$ cat src/rtl/lut_cfg_pkg.sv
// Shared types and sizing helpers for the LUT configuration-chain loader.
package lut_cfg_pkg;

  typedef enum logic [2:0] {IDLE, WAIT, SHIFT, DONE, ERR} state_e;

  localparam int LUT_K_DEF = 4;
  localparam int LUT_BITS  = 2**LUT_K_DEF;

  // Word counter must hold 0..NUM_LUTS-1 with one bit of headroom.
  function automatic int wcnt_w(input int n);
    return $clog2(n) + 1;
  endfunction

endpackage

$ cat src/rtl/lut_cfg_serializer.sv
// Truth-table shifter: loads one word and streams it MSB-first over 2**LUT_K cycles.
module lut_cfg_serializer #(
  parameter int LUT_K = 4
) (
  input  logic                  clk,
  input  logic                  rst_n,
  input  logic                  load,
  input  logic [(2**LUT_K)-1:0] data,
  output logic                  busy,
  output logic                  last_bit,
  output logic                  sout
);

  localparam int BITS = 2**LUT_K;

  logic [BITS-1:0]  sreg_q, sreg_d;
  logic [LUT_K-1:0] bit_cnt_q, bit_cnt_d;
  logic             busy_q, busy_d;

  // Load restarts the count; otherwise shift while busy and stop after the last bit.
  always_comb begin
    sreg_d    = sreg_q;
    bit_cnt_d = bit_cnt_q;
    busy_d    = busy_q;
    if (load) begin
      sreg_d    = data;
      bit_cnt_d = '0;
      busy_d    = 1'b1;
    end else if (busy_q) begin
      sreg_d    = sreg_q << 1;
      bit_cnt_d = bit_cnt_q + LUT_K'(1);
      if (&bit_cnt_q) busy_d = 1'b0;
    end
  end

  // Shifter state registers.
  always_ff @(posedge clk or negedge rst_n) begin
    if (!rst_n) begin
      sreg_q    <= '0;
      bit_cnt_q <= '0;
      busy_q    <= 1'b0;
    end else begin
      sreg_q    <= sreg_d;
      bit_cnt_q <= bit_cnt_d;
      busy_q    <= busy_d;
    end
  end

  assign busy     = busy_q;
  assign last_bit = busy_q && (&bit_cnt_q);
  assign sout     = sreg_q[BITS-1];

endmodule

$ cat src/rtl/lut4_cfg_loader.sv
// Session controller: accepts NUM_LUTS truth tables and streams them onto the ccff chain.
module lut4_cfg_loader
  import lut_cfg_pkg::*;
#(
  parameter int NUM_LUTS = 4,
  parameter int LUT_K    = LUT_K_DEF
) (
  input  logic                  clk,
  input  logic                  rst_n,
  input  logic                  start,
  input  logic                  cfg_valid,
  output logic                  cfg_ready,
  input  logic [(2**LUT_K)-1:0] cfg_data,
  input  logic                  cfg_last,
  output logic                  ccff_head,
  output logic                  ccff_en,
  output logic                  prog_en,
  output logic                  busy,
  output logic                  cfg_done,
  output logic                  done_pulse,
  output logic                  cfg_error
);

  localparam int WCW = wcnt_w(NUM_LUTS);
  localparam logic [WCW-1:0] LAST_WORD = WCW'(NUM_LUTS - 1);

  state_e         state_q, state_d;
  logic [WCW-1:0] word_cnt_q, word_cnt_d;
  logic           last_q, last_d;
  logic           done_pulse_q, done_pulse_d;
  logic           ser_load, ser_busy, ser_last, ser_out;

  lut_cfg_serializer #(.LUT_K(LUT_K)) u_ser (
    .clk      (clk),
    .rst_n    (rst_n),
    .load     (ser_load),
    .data     (cfg_data),
    .busy     (ser_busy),
    .last_bit (ser_last),
    .sout     (ser_out)
  );

  // Next-state: word count and the captured last flag decide the outcome on the final shift.
  always_comb begin
    state_d    = state_q;
    word_cnt_d = word_cnt_q;
    last_d     = last_q;
    ser_load   = 1'b0;
    unique case (state_q)
      IDLE, DONE, ERR: begin
        if (start) begin
          state_d    = WAIT;
          word_cnt_d = '0;
        end
      end
      WAIT: begin
        if (cfg_valid) begin
          ser_load = 1'b1;
          last_d   = cfg_last;
          state_d  = SHIFT;
        end
      end
      SHIFT: begin
        if (ser_last) begin
          if (last_q && word_cnt_q == LAST_WORD)      state_d = DONE;
          else if (last_q || word_cnt_q == LAST_WORD) state_d = ERR;
          else begin
            word_cnt_d = word_cnt_q + WCW'(1);
            state_d    = WAIT;
          end
        end
      end
      default: state_d = IDLE;
    endcase
    done_pulse_d = (state_d == DONE) && (state_q != DONE);
  end

  // Controller registers; outputs below decode only from these flops.
  always_ff @(posedge clk or negedge rst_n) begin
    if (!rst_n) begin
      state_q      <= IDLE;
      word_cnt_q   <= '0;
      last_q       <= 1'b0;
      done_pulse_q <= 1'b0;
    end else begin
      state_q      <= state_d;
      word_cnt_q   <= word_cnt_d;
      last_q       <= last_d;
      done_pulse_q <= done_pulse_d;
    end
  end

  assign cfg_ready  = (state_q == WAIT);
  assign ccff_en    = ser_busy;
  assign ccff_head  = ser_busy & ser_out;
  assign busy       = (state_q == WAIT) || (state_q == SHIFT);
  // ERR keeps the fabric gated because the chain holds a partial load.
  assign prog_en    = busy || (state_q == ERR);
  assign cfg_done   = (state_q == DONE);
  assign cfg_error  = (state_q == ERR);
  assign done_pulse = done_pulse_q;

endmodule

$ cat config.mk
export PLATFORM = sky130hd
export DESIGN_NAME = lut4_cfg_loader
export DESIGN_NICKNAME = d
export VERILOG_FILES = /design/src/rtl/lut_cfg_pkg.sv /design/src/rtl/lut_cfg_serializer.sv /design/src/rtl/lut4_cfg_loader.sv
export SDC_FILE = /design/constraint.sdc
export NUM_CORES = 1
export LEC_CHECK = 0
export ABC_CLOCK_PERIOD_IN_PS = 1700
export CAP_MARGIN = 20
export CORE_MARGIN = 5
export CORE_UTILIZATION = 45
export DETAILED_ROUTE_END_ITERATION = 8
export GPL_TIMING_DRIVEN = 1
export PLACE_DENSITY = 0.83
export SYNTH_ARGS = -nofsm -noshare
export SYNTH_HDL_FRONTEND = slang
export SYNTH_SLANG_ARGS = --single-unit
$ cat constraint.sdc
create_clock -name clk -period 1.7 [get_ports clk]
set_clock_uncertainty 0.2 [all_clocks]
set_input_delay 0.255 -clock clk [delete_from_list [all_inputs] [get_ports clk]]
set_output_delay 0.255 -clock clk [all_outputs]
set_load 0.1 [all_outputs]
Word-level counts from Yosys, hierarchy flattened:

Index checks and enable logic that the tools add are counted.

* reduce and logical (&&, ||, !) cells: 13
* multiply operators: 0
* bitwise operators: 1
* shifts and indexed selects: 0
* multiplexer cells: 20
* add/subtract/negate cells: 2
* eq/ne operators: 11
* div/mod/pow operators: 0
* magnitude comparators: 0

Operators with widths (number)
* 2-to-1 mux 16 bit: 2
* 2-to-1 mux 3 bit: 9
* equality test 3 x 2 -> 1 bit (second input constant): 4
* one-hot mux 3 bit (3 select lines): 1
* 2-to-1 mux 4 bit: 2
* != test 2 bit (second input constant): 4
* one-hot mux 3 bit (2 select lines): 1
* 2-to-1 mux 1 bit: 5
* AND reduction 5 bit: 1
* adder 4 x 1 -> 4 bit (second input constant): 1
* AND reduction 4 bit: 1
* nonzero test 2 bit: 2
* adder 3 x 1 -> 3 bit (second input constant): 1
* equality test 3 x 1 -> 1 bit (second input constant): 1
* equality test 3 bit (second input constant): 1
* logical AND 1 bit: 3
* logical NOT 3 bit: 1
* logical OR 1 bit: 3
* != test 3 x 2 -> 1 bit (second input constant): 1
* OR reduction 3 bit: 1
* AND reduction 2 bit: 1
* bitwise AND 1 bit: 1

* bits of input ports: 21
* memories: 0
* register bits: 29
* memory bits (read-only): 0
* latch bits: 0
* word-level logic and storage cells: 54
* bits in writable memories: 0

Depth between registers and ports, before layout:

Gate-level depths: netlist of run 1.

* word-level depth: 8
* depth in mapped cells: 8

By module:

A second synthesis of run 1 with hierarchy kept.

* cell total of the unflattened synthesis: 148
* area total of the unflattened synthesis: 1564.0 sq um

By module, submodules not included
* lut_cfg_serializer: area each 1009.7 sq um, cells an instance 92, sequential area each 525.5 sq um, instances 1
* lut4_cfg_loader: area each 554.3 sq um, cells an instance 56, sequential area each 200.2 sq um, instances 1

Worst setup path before layout of run 1:

Ideal clock, no wire load.

* kind: reg2out
* start point: reg state_q[2]
* end point: out prog_en
* required time: 1245 ps
* path slack: -1486 ps
* path buffers: 0
* arrival: 2731 ps
* cell stages (with the launch flop): 4
* cell sequence: dfrtp_1 nand2b_1 nor2_1 or3_1

* longest elaborated chain between the ends: 3
* elaborated cells between the ends (all ways): 5
* classes of those cells: eq/ne (3); reduce/logical (2)

RTL lines
* start: declaration: line lut4_cfg_loader.sv:27 `state_e state_q, state_d;`
* start signal: assignment: line lut4_cfg_loader.sv:86 `state_q <= state_d;`
* equality test 3 x 1 -> 1 bit
* named net cfg_ready: line lut4_cfg_loader.sv:12 `output logic cfg_ready,`
* logical OR 1 bit: line lut4_cfg_loader.sv:96 `assign busy = (state_q == WAIT) || (state_q == SHIFT);`
* logical OR 1 bit: line lut4_cfg_loader.sv:98 `assign prog_en = busy || (state_q == ERR);`
* end: declaration: line lut4_cfg_loader.sv:17 `output logic prog_en,`

The timed path passes the listed nets, and every way through them passes these cells.

Final worst setup path of run 1:

* start point: reg state_q[2]
* end point: out prog_en

* longest elaborated chain between the ends: 3
* elaborated cells between the ends (all ways): 5
* classes of those cells: eq/ne (3); reduce/logical (2)

RTL lines (line)
* equality test 3 x 1 -> 1 bit or equality test 3 x 2 -> 1 bit (tied branches): lut4_cfg_loader.sv:96
* logical OR 1 bit: lut4_cfg_loader.sv:96
* logical OR 1 bit *: lut4_cfg_loader.sv:98

Every way passes the cells marked *; elsewhere a longest branch is shown, timed or not.

==> summary.md, run 1 <==
| Metric | Value |
|---|---|
| Status | finished, violations left |
| Failing checks | negative setup slack |
| Synth warn | 0 |
| Yosys cell types | 31 |
| GPL Wtd Cong | 0.790 |
| CTS tree | done |
| Total core area | 0.00308 mm² |
| Layout cells sized above 1 | 54.5% |
| Pre-Repair DR Iteration Count | 4 |
| Initial Util | 47.4% |
| Critical Path End Type | output port |
| DP Cell Count | 224 |
| Post-Syn Instances | 144 |
| Worst-margin pin slew | 0.372 ns |
| Vias in the first global route | 1,342 |
| RSZ-0062 raised after global routing | true |
| Tcrit/Tclk final | 118% |
| Yosys reg bits | 29 |
| Antenna-violating nets left | 0 |
| Num CTS Buffers | 5 |
| Sequential fraction of the synthesis area | 49.8% |
| Pwr/cell area | 2130 mW/mm² |
| CTS Sinks | 29 |
| Worst slew margin | 75.2% |
| Root Buffer | clkbuf_4 |
| Commonest non-fill, non-tap cell in the layout | dfrtp_1 |
| Crit path time final | 2.00 ns |
| Drt drc | 0 |
| Largest net degree at the start of global routing | 39 |
| Vias per inst | 5.79 |
| Slew Limit Fails | 0 |
| Fillers | 149 |
| Final cell count without fillers | 253 |
| GRT overflow | 0 |
| Hold Path Class | input port to asynchronous set/reset pin |
| Antenna violations before repair | 0 |
| Detailed-route wire length | 5.45 mm |
| First-pass GRT wire length | 6.54 mm |
| Lkg Pwr | 1.26 nW |
| Die Ht | 66.9 µm |
| Gr usage total | 20.0% |
| Final Hold Vio Count | 0 |
| Port bufs | 28 |
| Syn-to-layout area delta | 79.3% |
| Final #Nets | 234 |
| Most frequent cells in the layout | dfrtp_1 (26), buf_4 (21), clkdlybuf4s50_1 (20) |
| CTS Buffer Depth | 2 |
| I/O Pins | 29 |
| Die Area | 0.00448 mm² |
| CP arrival | 1.55 ns |
| Hold_ws | 0.0967 ns |
| Register area | 732 µm² |
| Clk_lat worst skew | 0.33 ns |
| Critical Path Start Type | flip-flop |
| Multi-input gate area | 952 µm² |
| Average wire per standard cell | 21.5 µm |
| Row Count | 20 |
| Post-Syn Area | 0.00146 mm² |
| Syn nets | 170 |
| Maximum operating frequency | 0.499 GHz |
| Crit-path max FO | 6 |
| H-tree levels | 2 |
| Detailed-route via count | 1,465 |
| Util after Layout | 84.9% |
| Peak VDD IR | 0.00215 V |
| Antenna fix cells | 0 |
| Post-Syn Area per Cell | 10.1 µm² |
| Worst-path clk slew | 0.10 ns |
| Die width | 66.9 µm |
| Final WS setup | -0.303 ns |
| Hold-fix buffers at CTS | 0 |
| Post-DP HPWL | 2.43 mm |
| Setup-failing EPs final | 15 |
| Setup CP Type | flip-flop to output port |
| Worst path required time | 1.24 ns |
| MaxCap Viol Count | 0 |
| First-iteration detailed-routing DRC count | 93 |
| Total Power | 0.00557 W |
-- routing by layer --
| layer | vias to the layer above | global-route usage [%] | part of all wire, % | wire, µm |
|---|---|---|---|---|
| li1 | 620 | - | - | - |
| met1 | 708 | 23.1 | 36 | 1940 |
| met2 | 98 | 33.7 | 49 | 2670 |
| met3 | 39 | 7.08 | 8.6 | 467 |
| met4 | 0 | 7.59 | 6.8 | 373 |
| met5 | - | 0 | 0 | 0 |
-- per-stage QoR --
step	instance area [µm²]	setup WS [ns]	setup TNS (ns)
floorplan	1530	-0.278	-0.681
CTS	2300	-0.284	-1.53
global placement	2020	-0.119	-0.328
finish	2610	-0.303	-1.74
detailed placement	2020	-0.235	-0.740
global route	2610	-0.355	-3.19
-- cells in the mapped netlist --
library cell  count  share of area (%)
dfrtp_1          29                 50
nand2_1          21                5.4
o21ai_1          18                6.2
mux2i_1          17                 12
nor2_1           12                3.1
buf_2             5                1.7
ha_1              5                4.3
inv_1             5                1.3
nand3_1           3                1.0
and2_1            2               0.86
buf_4             2                1.0
mux2_1            2                1.5
nand2b_1          2               0.86
nand2b_2          2                1.2
nand4_1           2               0.86
xor2_1            2                1.2
a21oi_1           1               0.34
a22oi_1           1               0.52
and2_2            1               0.52
and3b_1           1               0.60
nand3b_1          1               0.52
nor2b_1           1               0.43
nor3_1            1               0.34
nor3b_2           1               0.86
o21ai_0           1               0.34
o2bb2ai_1         1               0.60
o31ai_2           1               0.86
or2_1             1               0.43
or2_4             1               0.60
or3_1             1               0.43
xnor2_1           1               0.60
-- state kept, by name (all words and copies together), names as in the netlist --
| signal | count |
|---|---|
| state_q | 3 |
| u_ser.sreg_q | 16 |
| u_ser.bit_cnt_q | 4 |
| last_q | 1 |
| word_cnt_q | 3 |
| done_pulse | 1 |
| u_ser.busy | 1 |
-- logic make-up (layout without fill, tap and decap cells) --
family,count (synthesis),after routing,synth area share (%)
buffers and inverters,12,77,4.03
AND/OR/NAND/NOR,53,53,18.0
multiplexers,19,19,13.2
flip-flops,29,29,49.8
AO/OA/AOI/OAI,23,23,8.84
adder cells (fa/ha/maj),5,5,4.29
XOR/XNOR,3,3,1.80
-- where the power goes --
group,total [W],switching [W],internal (W)
logic,0.00381,0.00204,0.00178
registers,0.00125,0.000263,0.000990
clock network,0.000499,0.000259,0.000240
total,0.00557,0.00256,0.00301
-- final cells by class --
cell class | instances | share of cell area (%)
clock buffers | 7 | 2.49
well taps | 44 | 2.11
clock inverters | 1 | 0.191
inverters | 5 | 0.814
multi-input cells | 103 | 36.4
flip-flops and latches | 29 | 28.0
repair buffers | 64 | 30.0
-- worst max-delay path, stage by stage (launching register included) --
cell and delay, ns:
dfrtp_2 0.46, nand2b_4 0.17, nor2_4 0.04, or3_4 0.37, buf_12 0.17
-- worst paths after layout --
kind | from | to | slack [ns] | depth (start not counted)
max | state_q[2] | prog_en | -0.30 | 4
min | rst_n | done_pulse | 0.1 | 2
max reg2reg | word_cnt_q[0] | word_cnt_q[2] | -0.24 | 8
min reg2reg | word_cnt_q[2] | word_cnt_q[2] | 0.34 | 1
max in group asynchronous | rst_n | u_ser.busy | 0.91 | 2
min in group clk | cfg_data[5] | u_ser.sreg_q[5] | 0.28 | 3
-- what timing repair did --
item	CTS	global route
buffers inserted	10	5
gates cloned	1	6
setup endpoints to repair	12	32
pin swaps	10	17
resized for setup	25	43
Power figures use the tool's default switching activity.
==> run 2: changes to the inputs <==
==> constraint.sdc (replaced) <==
create_clock -name clk -period 1.7 [get_ports clk]
set_clock_uncertainty 0.2 [all_clocks]
set_input_delay 0.255 -clock clk [delete_from_list [all_inputs] [get_ports clk]]
set_output_delay 0.255 -clock clk [all_outputs]
set_load 0.05 [all_outputs]
==> run 2 against run 1 <==
Against the previous run:
- first-iteration DRC count is 25% lower
- the run still ends with negative setup slack left
- worst hold slack better by 0.023 ns
- core utilization is 7.0 points lower
- global-route usage is 0.14 points higher
- total power is 15% lower
- non-clock buffer count is 1 higher
- largest cell class unchanged
==> summary.md, run 2 (synthesized netlist as in run 1, its figures left out) <==
| Metric | Value |
|---|---|
| I/O Pins | 29 |
| Worst-path clk slew | 0.09 ns |
| RSZ-0062 raised after global routing | true |
| Row Count | 20 |
| Vias per inst | 5.09 |
| Syn-to-layout area delta | 64.6% |
| Layout cells sized above 1 | 41.0% |
| Cell Area, Placed | 0.00202 mm² |
| Die Area | 0.00448 mm² |
| Final #Nets | 235 |
| GRT overflow | 0 |
| Critical Path End Type | output port |
| Commonest non-fill, non-tap cell in the layout | buf_4 |
| Detailed-route wire length | 4.14 mm |
| Worst path required time | 1.24 ns |
| Most frequent cells in the layout | buf_4 (26), dfrtp_1 (25), nand2_1 (21) |
| DP Cell Count | 225 |
| Total Power | 0.00471 W |
| Final Hold Vio Count | 0 |
| H-tree levels | 2 |
| Initial Util | 47.4% |
| Slew Limit Fails | 0 |
| TNS Setup | -1.77 ns |
| Util after Layout | 78.0% |
| Setup-failing EPs final | 10 |
| First-iteration detailed-routing DRC count | 70 |
| Max reg flops | 16 |
| Post-DP HPWL | 2.46 mm |
| Detailed-route via count | 1,294 |
| Pwr/cell area | 1960 mW/mm² |
| Worst-margin pin slew | 0.381 ns |
| Largest registers | u_ser.sreg_q x16, u_ser.bit_cnt_q x4 |
| Die Ht | 66.9 µm |
| GPL Wtd Cong | 0.938 |
| FF-to-FF setup slack | -0.23 ns |
| MaxCap Viol Count | 0 |
| Lkg Pwr | 1.16 nW |
| Final WS setup | -0.287 ns |
| CTS Buffer Depth | 2 |
| Clk_lat worst skew | 0.33 ns |
| Critical Path Start Type | flip-flop |
| Crit-path max FO | 4 |
| Tcrit/Tclk final | 117% |
| Setup CP Type | flip-flop to output port |
| Largest net degree at the start of global routing | 37 |
| Port bufs | 28 |
| Peak VDD IR | 0.00135 V |
| Final cell count without fillers | 254 |
| Gr usage total | 20.1% |
| Vias in the first global route | 1,392 |
| Drt drc | 0 |
| Crit path time final | 1.99 ns |
| Worst slew margin | 74.6% |
| Average wire per standard cell | 16.3 µm |
| Pre-Repair DR Iteration Count | 4 |
| Fin area | 0.00240 mm² |
| Largest reg by FF count | u_ser.sreg_q |
| Hold Path Class | input port to asynchronous set/reset pin |
| CTS tree | done |
| Antenna fix cells | 0 |
| Failing checks | negative setup slack |
| First-pass GRT wire length | 6.56 mm |
| CP arrival | 1.53 ns |
| R2r worst-path depth | 8 |
| CTS Sinks | 29 |
| Antenna-violating nets left | 0 |
| Status | finished, violations left |
| Total core area | 0.00308 mm² |
| Root Buffer | clkbuf_4 |
| Maximum operating frequency | 0.503 GHz |
| Antenna violations before repair | 0 |
| Die width | 66.9 µm |
| Num CTS Buffers | 5 |
## run 2: cell count changes in the layout (fill, tap and decap cells not counted), sizes merged
cell    change
buf         +4
clkbuf      -3
## run 2: layout make-up
class                      instances  area [µm²]
clock buffer                       7        65.1
fill                             203         678
clock inverter                     1        5.00
tap                               44        55.1
inverter                           5        18.8
multi-input combinational        103         821
timing repair buffer              65         704
sequential                        29         731
## run 2: final timing paths
check                                    from               end
min in group clk                 cfg_data[13]  u_ser.sreg_q[13]
worst min-delay path                    rst_n   u_ser.sreg_q[0]
worst max-delay path               state_q[0]           prog_en
max in group asynchronous               rst_n        state_q[2]
worst max register to register  word_cnt_q[0]     word_cnt_q[2]
worst min register to register  word_cnt_q[2]     word_cnt_q[2]
## run 2: layer usage
layer	GRT usage (%)	vias to the layer above	share of wire [%]
li1	-	620	-
met1	20.9	620	38
met2	35.4	41	53
met3	6.91	13	6.2
met4	10.4	0	3.2
met5	0	-	0
## run 2: worst max-delay path, cell delays in order, from the launching register on
cell     delay [ns]
dfrtp_2        0.45
nor2_2         0.07
and2_4         0.17
or3_4          0.35
buf_8          0.16
## run 2: timing repair
item                                   CTS  global route
setup endpoints to repair               10            13
buffers inserted                        13             8
gates cloned                             1             0
gates resized for setup                 20            10
endpoints found under the hold margin    0             0
pin swaps                                8             7
hold buffers                             0             0
## run 2: stage by stage
| stage | setup WS (ns) | hold WS [ns] |
|---|---|---|
| 2_1_floorplan | -0.106 | -0.241 |
| 3_3_place_gp | -0.124 | 0.300 |
| 3_5_place_dp | -0.237 | 0.306 |
| 4_1_cts | -0.256 | 0.124 |
| 5_1_grt | -0.347 | 0.139 |
| 6_report | -0.287 | 0.119 |
## run 2: power by group
group	total (W)	switching, W	internal [W]
Clock	0.000482	0.000242	0.000239
Combinational	0.00302	0.00141	0.00161
Sequential	0.00121	0.000225	0.000986
==> run 3: changes to the inputs <==
--- a/config.mk
+++ b/config.mk
@@ -8,10 +8,11 @@
 export ABC_CLOCK_PERIOD_IN_PS = 1700
 export CAP_MARGIN = 20
 export CORE_MARGIN = 5
-export CORE_UTILIZATION = 45
+export CORE_UTILIZATION = 46
 export DETAILED_ROUTE_END_ITERATION = 8
 export GPL_TIMING_DRIVEN = 1
 export PLACE_DENSITY = 0.83
 export SYNTH_ARGS = -nofsm -noshare
 export SYNTH_HDL_FRONTEND = slang
+export SYNTH_HIERARCHICAL = 1
 export SYNTH_SLANG_ARGS = --single-unit
==> run 3 against run 2 <==
Against the previous run:
- the run still ends with negative setup slack left
- first-iteration DRC count shrank 60%
- worst setup slack gained 0.071 ns
- sequential power shrank 5%
- worst hold slack gained 0.010 ns
- via count shrank 2.0%
- cell area shrank 1.1%
- core utilization shrank 6.3 points
- combinational power shrank 20%
- clock power shrank 3%
- critical path depth grew 1
- register-to-register slack gained 0.19 ns
- sequential share of layout area grew 0.28 points
- critical endpoint unchanged
- largest power group unchanged
==> summary.md, run 3 <==
| Metric | Value |
|---|---|
| DP Cell Count | 227 |
| RR Endpoint | word_cnt_q[1] |
| R2r worst-path depth | 6 |
| Post-synth ARST share | 100% |
| Final cell count without fillers | 252 |
| CTS Sinks | 29 |
| Synth warn | 6 |
| Worst slew margin | 75.3% |
| Maximum operating frequency | 0.522 GHz |
| Worst-margin pin slew | 0.370 ns |
| Setup CP Type | flip-flop to output port |
| Syn-to-layout area delta | 51.8% |
| R2R Path Start | word_cnt_q[0] |
| Die width | 68.3 µm |
| Worst-path clk slew | 0.09 ns |
| First-pass GRT wire length | 5.92 mm |
| Largest reg by FF count | u_ser/sreg_q |
| Status | finished, violations left |
| Final WS setup | -0.216 ns |
| Commonest non-fill, non-tap cell in the layout | dfrtp_1 |
| Final #Nets | 232 |
| Synth cell count leaders | dfrtp_1 (29), nand2_1 (18), mux2i_1 (16), o21ai_1 (16), inv_1 (8) |
| Gr usage total | 17.3% |
| Cell taking the most area after synthesis | dfrtp_1 |
| Hold Path Class | input port to asynchronous set/reset pin |
| Most frequent cell after synthesis | dfrtp_1 |
| Vias per inst | 5.03 |
| Total core area | 0.00331 mm² |
| Crit-path max FO | 4 |
| GRT overflow | 0 |
| Multi-input gate area | 863 µm² |
| Lkg Pwr | 1.14 nW |
| Port bufs | 28 |
| CP arrival | 1.46 ns |
| Fillers | 257 |
| Pre-Repair DR Iteration Count | 4 |
| Largest net degree at the start of global routing | 30 |
| Slew Limit Fails | 0 |
| Most frequent cells in the layout | dfrtp_1 (26), buf_4 (25), clkdlybuf4s50_1 (20) |
| Root Buffer | clkbuf_4 |
| First-iteration detailed-routing DRC count | 28 |
| Synth top area cells | dfrtp_1 (46%), mux2i_1 (10%), o21ai_1 (5.1%) |
| FF-to-FF setup slack | -0.04 ns |
| EDFF count, synth | 0 |
| Sequential fraction of the synthesis area | 46.4% |
| Initial Util | 47.2% |
| Worst slack, placed | -0.213 ns |
| Util after Layout | 71.7% |
| Row Count | 21 |
| I/O Pins | 29 |
| Crit path time final | 1.92 ns |
| Hold_ws | 0.130 ns |
| Yosys cell types | 39 |
| Top-area cell type share of the netlist area | 46.4% |
| RSZ-0062 raised after global routing | true |
| H-tree levels | 2 |
| Worst path required time | 1.24 ns |
| GPL Wtd Cong | 0.890 |
| Post-Syn Area per Cell | 10.6 µm² |
| Post-DP HPWL | 2.54 mm |
| Clk_lat worst skew | 0.32 ns |
| Peak VDD IR | 0.00141 V |
| Synth Flop Type | dfrtp_1 |
| Yosys reg bits | 29 |
| Num CTS Buffers | 5 |
| Tcrit/Tclk final | 113% |
| Antenna fix cells | 0 |
| Detailed-route via count | 1,268 |
| Post-Syn Area | 0.00156 mm² |
| Drt drc | 0 |
| Final Hold Vio Count | 0 |
| Pwr/cell area | 1700 mW/mm² |
| Critical Path End Type | output port |
| Antenna-violating nets left | 0 |
| CTS Buffer Depth | 2 |
| Max reg flops | 16 |
| Post-Syn Instances | 148 |
| Detailed-route wire length | 3.61 mm |
| Largest registers | u_ser/sreg_q x16, u_ser/bit_cnt_q x4 |
| Layout cells sized above 1 | 40.3% |
| CTS tree | done |
| Hold-fix buffers at CTS | 0 |
| Total Power | 0.00404 W |
| Antenna violations before repair | 0 |
| Vias in the first global route | 1,395 |
| Failing checks | negative setup slack |
| Die Area | 0.00467 mm² |
| Die Ht | 68.3 µm |
| Register area | 729 µm² |
| Syn nets | 175 |
| Average wire per standard cell | 14.3 µm |
| Setup-failing EPs final | 7 |
| MaxCap Viol Count | 0 |
| Critical Path Start Type | flip-flop |
run 3: cell count changes after synthesis, sizes merged, moves of 2 or more:
cell	delta
inv	+4
nand2	-3
nand3	-2
nor2	-5
nor2b	+2
o22ai	+2
xor2	-2
run 3: logic make-up (layout without fill, tap and decap cells):
kind of cell               count (synthesis)  in the layout  synth area share (%)
and+or+nand+nor                           46             46                  16.5
AOI/OAI and AO/OA                         30             30                  11.8
DFF                                       29             29                  46.4
muxes                                     18             18                  11.9
buffers and inverters                     17             75                  7.44
adders and majority gates                  6              6                  4.80
xor gates and xnor gates                   2              2                  1.12
run 3: timing repair:
| item | CTS | global route |
|---|---|---|
| pin swaps | 11 | 9 |
| setup buffers | 8 | 8 |
| endpoints found under the setup margin | 22 | 31 |
| resized for setup | 20 | 15 |
| cloned | 1 | 0 |
run 3: layout make-up:
cell class                 count  share of cell area, %
inverter                       9                   1.53
clock inverter                 1                  0.211
sequential                    29                   30.7
tap                           46                   2.42
clock buffer                   7                   2.74
timing repair buffer          58                   26.0
multi-input combinational    102                   36.4
run 3: per-stage QoR:
stage	cell area, µm²	setup TNS (ns)
floorplan	1590	-0.332
global placement	2010	-2.23
detailed placement	2010	-3.36
CTS	2260	-0.807
global route	2370	-1.20
finish	2370	-0.740
run 3: where the power goes:
| part | total [W] | leakage, nW | switching (W) | internal [W] |
|---|---|---|---|---|
| Sequential | 0.00115 | 0.366 | 0.000192 | 0.000954 |
| Combinational | 0.00243 | 0.729 | 0.00114 | 0.00128 |
| Clock | 0.000466 | 0.0413 | 0.000227 | 0.000239 |
| Total | 0.00404 | 1.14 | 0.00156 | 0.00248 |
run 3: routing by layer:
layer | wire length [µm] | share of wire [%] | track usage (%)
met1 | 1380 | 38 | 18.0
met5 | 0 | 0 | 0
met2 | 2000 | 55 | 32.5
met4 | 45 | 1.2 | 6.95
met3 | 188 | 5.2 | 4.60
run 3: how the worst max path moves through the flow:
| stage | cells past startpoint | from | endpoint | slack [ns] |
|---|---|---|---|---|
| 6_report | 5 | state_q[0] | prog_en | -0.22 |
| 5_1_grt | 5 | state_q[0] | prog_en | -0.26 |
| 4_1_cts | 4 | state_q[0] | cfg_ready | -0.22 |
| 3_5_place_dp | 6 | word_cnt_q[0] | word_cnt_q[1] | -0.21 |
| 3_3_place_gp | 6 | cfg_valid | u_ser/sreg_q[10] | -0.13 |
| 2_1_floorplan | 4 | state_q[1] | prog_en | -0.10 |
run 3: critical path, stage by stage, from the launching register on:
cell,delay (ns)
dfrtp_1,0.44
buf_6,0.14
nor2_2,0.04
and2_4,0.15
or2_4,0.22
buf_6,0.15
